==> config.mk <==
export PLATFORM = sky130hd
export DESIGN_NAME = instr_encoder
export DESIGN_NICKNAME = d
export VERILOG_FILES = /design/src/rtl/instr_encoder.sv
export SDC_FILE = /design/constraint.sdc
export NUM_CORES = 1
export LEC_CHECK = 0
export ABC_AREA = 0
export BUFFER_PORTS_ARGS = -buffer_cell sky130_fd_sc_hd__buf_2
export CAP_MARGIN = 0
export CORE_AREA = 4 4 106 108
export DETAILED_ROUTE_END_ITERATION = 8
export DIE_AREA = 0 0 110 112
export PLACE_DENSITY_LB_ADDON = 0.25
export RECOVER_POWER = 50
export REMOVE_ABC_BUFFERS = 1
export SLEW_MARGIN = 20
export SYNTH_ARGS = -nofsm -noshare
export SYNTH_HDL_FRONTEND = slang
export SYNTH_SLANG_ARGS = --single-unit
==> constraint.sdc <==
create_clock -name clk -period 2 [get_ports clk]
set_input_delay 0.4 -clock clk [delete_from_list [all_inputs] [get_ports clk]]
set_output_delay 0.4 -clock clk [all_outputs]
set_load 0.02 [all_outputs]
==> src/rtl/instr_encoder.sv <==
// RV32I instruction encoder: packs field-level descriptions into 32-bit words,
// tags each with a sequential word address and buffers it in a 2-entry FIFO.
// Optional immediate range checking is enabled by defining ENC_RANGE_CHECK_EN.
module instr_encoder #(
    parameter int unsigned ADDR_W    = 10,
    parameter int unsigned BASE_ADDR = 0
) (
    input  logic              clk,
    input  logic              rst_n,
    input  logic              in_valid,
    output logic              in_ready,
    input  logic [6:0]        opcode,
    input  logic [4:0]        rd,
    input  logic [4:0]        rs1,
    input  logic [4:0]        rs2,
    input  logic [2:0]        funct3,
    input  logic [6:0]        funct7,
    input  logic [31:0]       imm,
    input  logic              addr_clr,
    output logic              out_valid,
    input  logic              out_ready,
    output logic [31:0]       out_instr,
    output logic [ADDR_W-1:0] out_addr,
    output logic              out_err
);

    localparam logic [ADDR_W-1:0] BASE = ADDR_W'(BASE_ADDR);
    localparam logic [31:0]       NOP  = 32'h0000_0013;

    localparam logic [6:0] OP_R      = 7'b0110011;
    localparam logic [6:0] OP_I_ALU  = 7'b0010011;
    localparam logic [6:0] OP_I_LD   = 7'b0000011;
    localparam logic [6:0] OP_I_JALR = 7'b1100111;
    localparam logic [6:0] OP_I_SYS  = 7'b1110011;
    localparam logic [6:0] OP_S      = 7'b0100011;
    localparam logic [6:0] OP_B      = 7'b1100011;
    localparam logic [6:0] OP_U_LUI  = 7'b0110111;
    localparam logic [6:0] OP_U_AUI  = 7'b0010111;
    localparam logic [6:0] OP_J      = 7'b1101111;

    typedef enum logic [2:0] {
        FMT_R,
        FMT_I,
        FMT_S,
        FMT_B,
        FMT_U,
        FMT_J,
        FMT_BAD
    } fmt_t;

    fmt_t              fmt;
    logic [31:0]       enc_word;
    logic              enc_err;
    logic              range_bad;

    logic [1:0][31:0]       mem_instr;
    logic [1:0][ADDR_W-1:0] mem_addr;
    logic [1:0]             mem_err;
    logic                   wr_ptr;
    logic                   rd_ptr;
    logic [1:0]             count;
    logic [ADDR_W-1:0]      next_addr;
    logic [ADDR_W-1:0]      tag_addr;
    logic                   push;
    logic                   pop;

    always_comb begin
        fmt = FMT_BAD;
        case (opcode)
            OP_R:                                    fmt = FMT_R;
            OP_I_ALU, OP_I_LD, OP_I_JALR, OP_I_SYS:  fmt = FMT_I;
            OP_S:                                    fmt = FMT_S;
            OP_B:                                    fmt = FMT_B;
            OP_U_LUI, OP_U_AUI:                      fmt = FMT_U;
            OP_J:                                    fmt = FMT_J;
            default:                                 fmt = FMT_BAD;
        endcase
    end

    // Shift-immediates need no special case: funct7 already rides in imm[11:5].
    always_comb begin
        enc_word = NOP;
        case (fmt)
            FMT_R:   enc_word = {funct7, rs2, rs1, funct3, rd, opcode};
            FMT_I:   enc_word = {imm[11:0], rs1, funct3, rd, opcode};
            FMT_S:   enc_word = {imm[11:5], rs2, rs1, funct3, imm[4:0], opcode};
            FMT_B:   enc_word = {imm[12], imm[10:5], rs2, rs1, funct3,
                                 imm[4:1], imm[11], opcode};
            FMT_U:   enc_word = {imm[31:12], rd, opcode};
            FMT_J:   enc_word = {imm[20], imm[10:1], imm[11], imm[19:12], rd, opcode};
            default: enc_word = NOP;
        endcase
    end

`ifdef ENC_RANGE_CHECK_EN
    logic sext11_ok;
    logic sext12_ok;
    logic sext20_ok;

    assign sext11_ok = (&imm[31:11]) || !(|imm[31:11]);
    assign sext12_ok = (&imm[31:12]) || !(|imm[31:12]);
    assign sext20_ok = (&imm[31:20]) || !(|imm[31:20]);

    // Flagged words are still encoded from the truncated immediate.
    always_comb begin
        range_bad = 1'b0;
        case (fmt)
            FMT_I, FMT_S: range_bad = !sext11_ok;
            FMT_B:        range_bad = !sext12_ok || imm[0];
            FMT_J:        range_bad = !sext20_ok || imm[0];
            FMT_U:        range_bad = |imm[11:0];
            default:      range_bad = 1'b0;
        endcase
    end
`else
    assign range_bad = 1'b0;
`endif

    assign enc_err = (fmt == FMT_BAD) || range_bad;

    assign in_ready  = (count != 2'd2) && rst_n;
    assign out_valid = (count != 2'd0);
    assign push      = in_valid && in_ready;
    assign pop       = out_valid && out_ready;

    // A clear coinciding with an accept numbers that word from the base.
    assign tag_addr = addr_clr ? BASE : next_addr;

    always_ff @(posedge clk or negedge rst_n) begin
        if (!rst_n) begin
            mem_instr <= '0;
            mem_addr  <= '0;
            mem_err   <= '0;
            wr_ptr    <= 1'b0;
            rd_ptr    <= 1'b0;
            count     <= 2'd0;
            next_addr <= BASE;
        end else begin
            if (push) begin
                mem_instr[wr_ptr] <= enc_word;
                mem_addr[wr_ptr]  <= tag_addr;
                mem_err[wr_ptr]   <= enc_err;
                wr_ptr            <= ~wr_ptr;
            end
            if (pop) begin
                rd_ptr <= ~rd_ptr;
            end
            case ({push, pop})
                2'b10:   count <= count + 2'd1;
                2'b01:   count <= count - 2'd1;
                default: count <= count;
            endcase
            if (push) begin
                next_addr <= tag_addr + ADDR_W'(1);
            end else if (addr_clr) begin
                next_addr <= BASE;
            end
        end
    end

    // Empty FIFO presents zeros rather than stale entries.
    assign out_instr = out_valid ? mem_instr[rd_ptr] : 32'h0;
    assign out_addr  = out_valid ? mem_addr[rd_ptr]  : '0;
    assign out_err   = out_valid ? mem_err[rd_ptr]   : 1'b0;

endmodule

==> results of run 1 <==
## synthesized netlist by cell type (all sizes together) (7+ instances only)
master  count
a22oi       7
mux2       10
o21ai      70
inv         9
nand2     102
nand2b     12
buf        16
mux2i      56
xnor2       8
clkbuf     19
nor2       54
dfrtp     100
o31ai      22
nor3        7
a21oi      13
## final cells by class
class | count | area (um^2) | area share [%]
Sequential cell | 100 | 2500 | 33.9
Clock inverter | 6 | 111 | 1.51
Tap cell | 136 | 170 | 2.31
Inverter | 9 | 33.8 | 0.458
Clock buffer | 10 | 138 | 1.87
Timing Repair Buffer | 175 | 1210 | 16.4
Multi-Input combinational cell | 426 | 3210 | 43.5
## power breakdown
group	switching [mW]	total, mW	internal, mW
Combinational	1.30	2.20	0.901
Sequential	0.170	2.41	2.24
Clock	0.700	1.56	0.865
Total	2.17	6.17	4.01
## state kept, by name, summed over array words and instances, names as in the netlist
name,count
wr_ptr,1
next_addr,10
mem_addr,20
mem_err,2
count,2
mem_instr,64
rd_ptr,1
## cell families after synthesis
logic type                 count (synthesis)  synth area share (%)
xor gates and xnor gates                  13                  2.22
AOI/OAI and AO/OA                        132                  16.4
adders and majority gates                  3                 0.687
DFF                                      100                  45.8
and+or+nand+nor                          212                  18.8
muxes                                     66                  12.3
buffers and inverters                     44                  3.82
## worst register-to-register path, cell delays in order, from the launching register on
cell and delay [ns]:
dfrtp_1 0.48, inv_2 0.05, a21boi_2 0.14, and2_0 0.19
inv_2 0.09, nor4_1 0.29, buf_4 0.18, nand3_1 0.09
xor2_1 0.14, nor2_1 0.09
## final timing paths
kind	slack [ns]	startpoint	to
max	-0.06	opcode[6]	mem_instr[25]
max in group asynchronous	0.27	rst_n	next_addr[7]
min	0.33	imm[17]	mem_instr[17]
min reg2reg	0.47	next_addr[9]	next_addr[9]
min in group asynchronous	0.43	rst_n	mem_addr[1]
max reg2reg	0.20	count[0]	next_addr[8]
## layer usage
metal,wire length (um),global-route usage [%],up-vias
met4,300,7.15,0
met5,0,0,-
met2,7540,38.5,151
met1,6210,30.9,2376
li1,-,-,2300
met3,759,4.52,26
## timing repair
item / in CTS / in global routing
buffers inserted: 9 / 1
pin swaps: 10 / 27
resized for setup: 33 / 79
gates cloned: 0 / 1
setup endpoints to repair: 107 / 67
## metrics by stage
stage / hold slack [ns] / utilization [%] / instance area, um^2 / instances
finish: 0.329 / 72.1 / 7380 / 862
global route: 0.327 / 72.1 / 7380 / 862
CTS: 0.180 / 68.1 / 6960 / 860
detailed placement: 0.453 / 63.7 / 6520 / 835
global placement: 0.438 / 63.7 / 6520 / 835
floorplan: 0.104 / - / 5290 / 535
## placed cells by master, fill, tap and decap left out, types with 3 or more instances in the layout
| cell type | instances |
|---|---|
| buf_2 | 109 |
| dfrtp_1 | 99 |
| nand2_1 | 98 |
| nor2_1 | 52 |
| mux2i_1 | 45 |
| buf_4 | 45 |
| o21ai_1 | 31 |
| o21ai_0 | 29 |
| nand2b_1 | 11 |
| a21oi_1 | 10 |
| clkbuf_8 | 10 |
| o21ai_2 | 9 |
| mux2i_4 | 9 |
| buf_6 | 9 |
| buf_12 | 9 |
| o31ai_1 | 8 |
| xnor2_1 | 7 |
| o31ai_4 | 7 |
| o31ai_2 | 7 |
| inv_1 | 6 |
| mux2_1 | 6 |
| a32oi_2 | 6 |
| nand3_1 | 5 |
| xor2_1 | 5 |
| a22oi_1 | 5 |
| nor3_1 | 5 |
| inv_2 | 3 |
| nand4b_1 | 3 |
| a21o_1 | 3 |
| mux2_2 | 3 |
| bufinv_16 | 3 |
==> flow_metrics.py, run 1 <==
metrics = {
    "synthesis": {
        "yosysSeqAreaShare_pct": 45.8,
        "yosysWarnings": 0,
        "synth_ff_type": "dfrtp_1",
        "synth_top_cell_area_share_pct": 45.8,
        "synth_edf_count": 0,
        "ys_ff_latch": 100,
        "yosysTopAreaCell": "dfrtp_1",
        "synth_area_um2": 5470,
        "yosysUniqueCellTypes": 67,
        "synthTopCellsByArea": "dfrtp_1 46%, mux2i_1 10%, nand2_1 6.9%",
        "synth_area_per_cell_um2": 9.59,
        "async_reset_ff_share_pct": 100,
        "synthesis.instances": 570,
    },
    "sta": {
        "fin_skew_ns": 0.0120,
        "hold_viol_final": 0,
        "worst_pin_slew_ns": 1.38,
        "slew_viol_final": 0,
        "max_slew_margin_pct": 8.25,
        "fmax_ghz": 0.485,
        "setup_viol": 25,
        "fin_setup_tns_ns": -0.540,
        "finalCriticalPeriod_ns": 2.06,
        "rsz0062_at_grt": "yes",
        "worst_slack_ns": -0.0609,
        "period_share_pct": 103,
    },
    "placed_design": {
        "pre_cts_ws_ns": -0.671,
        "place.gp.congestion": 1.00,
        "hpwl_um": 10200,
        "io_buffers": 113,
    },
    "power_and_ir_drop": {
        "p_leak_nw": 3.50,
        "ir_drop_mv": 0.527,
        "power_density_nw_per_um2": 837,
        "power_mw": 6.17,
    },
    "job": {
        "maxCapViolCount": 0,
    },
    "clock_tree": {
        "cts_num_sinks": 100,
        "cts_hold_buf": 0,
        "numCtsBuffers": 9,
        "cts_max_path_buffers": 2,
        "clk_transition_reported_paths_ns": 0.10,
        "cts_root_buf": "clkbuf_8",
        "clock_latency_ns": 0.37,
        "h-tree-depth": 3,
        "cts_tree": "yes",
    },
    "run_status": {
        "violations": "setup timing",
        "status": "complete, but fails checks",
    },
    "die": {
        "die_w_um": 110,
        "ios": 114,
        "die_height_um": 112,
        "rows": 37,
        "start_util_pct": 53.4,
        "dieArea_um2": 12300,
        "core_um2": 10200,
    },
    "global_routing": {
        "grt_antenna_before_repair": 0,
        "grt_max_degree": 56,
        "grt_pass1_wl_um": 22900,
        "grt_usage_pct": 23.3,
        "grt_pass1_vias": 4784,
        "overflow": 0,
    },
    "detailed_routing": {
        "first_pass_iters": 5,
        "routed_via_density": 5.63,
        "drtIter0Drc": 264,
        "wirelength_um": 14800,
        "wl_per_cell_um": 17.2,
        "ant_nets": 0,
        "vias": 4853,
        "drc": 0,
    },
    "setup_path": {
        "crit_path_max_fanout": 7,
        "path_class": "in2reg",
        "crit_path_start_kind": "input pin",
        "arrival_ns": 2.33,
        "cp_slowest_cell": "or3b_4",
        "path_cells": "buf_6 > or3b_4 > a21oi_4 > inv_2 > ha_4 > and2_4 > a21boi_4 > buf_12 > a21oi_4 > buf_12 > o31ai_1",
        "ff2ff_path_depth": 9,
        "cp.required_ns": 2.27,
        "cp.buffers_inverters": 4,
        "critPathMaxStageDelay_ns": 0.41,
        "cp.depth": 11,
        "cpLargestDelayFamily": "compound AO/OA/AOI/OAI gates",
        "crit_path_end_kind": "flop",
    },
    "finish": {
        "nFillCells": 771,
        "diodes": 0,
        "area_growth_syn_to_layout_pct": 35.0,
        "layout-drive-gt1-share_pct": 38.3,
        "nNetsFinal": 793,
    },
    "worst_hold_path": {
        "holdCritPathClass": "in2reg",
        "hold_path_depth": 3,
    },
}
No activity file was read; power rests on OpenSTA's default activity.
==> run 2: changes to the inputs <==
- CELL_PAD_IN_SITES_DETAIL_PLACEMENT: default -> 0
- CELL_PAD_IN_SITES_GLOBAL_PLACEMENT: default -> 1
- CORE_AREA: 4 4 106 108 -> 4 4 120 122
- DIE_AREA: 0 0 110 112 -> 0 0 124 126
==> flow_metrics.py, run 2 (same netlist as run 1, synthesis figures left out) <==
metrics = {
    "detailed_routing": {
        "drtIter0Drc": 212,
        "ant_nets": 0,
        "vias": 4644,
        "first_pass_iters": 4,
        "wl_per_cell_um": 16.3,
        "routed_via_density": 5.17,
        "wirelength_um": 14700,
        "drc": 0,
    },
    "global_routing": {
        "overflow": 0,
        "grt_usage_pct": 19.1,
        "grt_pass1_vias": 4797,
        "grt_antenna_before_repair": 0,
        "grt_max_degree": 56,
        "grt_pass1_wl_um": 23800,
    },
    "die": {
        "rows": 42,
        "dieArea_um2": 15600,
        "core_um2": 13200,
        "die_height_um": 126,
        "start_util_pct": 41.5,
        "die_w_um": 124,
        "ios": 114,
    },
    "placed_design": {
        "hpwl_um": 10400,
        "place.gp.congestion": 0.929,
        "dp.cells": 875,
        "io_buffers": 113,
        "pre_cts_ws_ns": -0.646,
    },
    "finish": {
        "reg.largest.list": "mem_instr x64, mem_addr x20, next_addr x10",
        "largest_register_ff_count": 64,
        "diodes": 0,
        "final_common_cell": "buf_2",
        "regMostFlops": "mem_instr",
        "layout-drive-gt1-share_pct": 37.2,
        "finalNonFillerCells": 899,
        "area_growth_syn_to_layout_pct": 35.2,
        "final_cell_mix": "109 x buf_2, 99 x nand2_1, 99 x dfrtp_1, 52 x nor2_1, 44 x mux2i_1",
        "nNetsFinal": 790,
    },
    "sta": {
        "hold_ws_ns": 0.359,
        "max_slew_margin_pct": 24.8,
        "rsz0062_at_grt": "yes",
        "fin_skew_ns": 0.00864,
        "period_share_pct": 103,
        "worst_pin_slew_ns": 1.13,
        "worst_slack_ns": -0.0639,
        "hold_viol_final": 0,
        "finalCriticalPeriod_ns": 2.06,
        "fin_setup_tns_ns": -0.938,
        "slew_viol_final": 0,
        "fmax_ghz": 0.485,
        "setup_viol": 30,
    },
    "clock_tree": {
        "h-tree-depth": 3,
        "numCtsBuffers": 9,
        "cts_root_buf": "clkbuf_16",
        "cts_tree": "yes",
        "cts_num_sinks": 100,
        "clk_transition_reported_paths_ns": 0.07,
        "cts_hold_buf": 0,
        "clock_latency_ns": 0.34,
        "cts_max_path_buffers": 2,
    },
    "run_status": {
        "violations": "setup timing",
        "status": "complete, but fails checks",
    },
    "setup_path": {
        "path_cells": "buf_6 > or3b_4 > a21oi_4 > inv_2 > ha_4 > a22oi_2 > a21boi_4 > buf_6 > mux2i_4 > o31ai_1",
        "cp_slowest_cell": "or3b_4",
        "arrival_ns": 2.28,
        "path_class": "in2reg",
        "cp.required_ns": 2.21,
        "crit_path_end_kind": "flop",
        "worst_path_most_repeated_cell": "buf_6",
        "crit_path_max_fanout": 6,
        "critPathMaxStageDelay_ns": 0.41,
        "crit_path_start_kind": "input pin",
    },
    "job": {
        "maxCapViolCount": 0,
    },
    "worst_hold_path": {
        "holdCritPathClass": "in2reg",
    },
    "power_and_ir_drop": {
        "p_leak_nw": 3.50,
        "power_density_nw_per_um2": 868,
        "ir_drop_mv": 0.502,
    },
}
==> run 2: cell count changes in the layout (fill, tap and decap cells not counted), sizes merged <==
| cell | previous run | this run |
|---|---|---|
| bufinv | 3 | 2 |
| buf | 173 | 170 |
| clkinvlp | 1 | 2 |
==> run 2: report_power, final <==
part	leakage [nW]	switching [mW]	total [mW]	internal, mW
logic	1.99	1.29	2.16	0.869
registers	1.37	0.161	2.41	2.25
clock network	0.149	0.761	1.86	1.10
total	3.50	2.21	6.42	4.21
==> run 2: what timing repair did <==
item                       CTS  global route
gates cloned                 0             1
gates resized for setup     31            72
setup endpoints to repair   79            63
buffers inserted             7             0
pin swaps                    8            20
==> run 2: cell type report <==
| cell class | instances | area (um^2) |
|---|---|---|
| timing repair buffer | 172 | 1180 |
| fill | 1199 | 5800 |
| sequential | 100 | 2500 |
| inverter | 9 | 33.8 |
| clock buffer | 10 | 229 |
| clock inverter | 6 | 88.8 |
| multi-input combinational | 426 | 3140 |
| tap | 176 | 220 |
==> run 2: per-stage QoR <==
step	util (%)	power, mW	area (um^2)
after floorplan	-	3.62	5290
after global placement	49.9	4.47	6580
after detailed placement	49.9	4.50	6580
after CTS	53.7	6.42	7080
after global routing	56.1	6.77	7390
final	56.1	6.42	7390
==> run 2: worst paths after layout <==
check / from / to / slack [ns] / cells after the start
worst min register to register: next_addr[9] / next_addr[9] / 0.47 / 1
worst max register to register: count[0] / next_addr[8] / 0.16 / 9
worst min-delay path: funct3[2] / mem_instr[14] / 0.36 / 3
max in group asynchronous: rst_n / mem_addr[16] / 0.30 / 3
worst max-delay path: opcode[6] / mem_instr[43] / -0.06 / 10
min in group asynchronous: rst_n / mem_addr[11] / 0.37 / 2
==> run 2: metal layers <==
metal  track usage, %  share of wire, %
met3             2.56               4.5
met1             26.7                46
met4             7.73               2.1
met5                0                 0
met2             29.9                47
==> run 2: worst max-delay path, delay by kind of cell <==
family                     cells  cell delay (ns)
buffers and inverters          3             0.33
adders and majority gates      1             0.18
and+or+nand+nor                1             0.41
muxes                          1             0.26
AOI/OAI and AO/OA              4             0.69
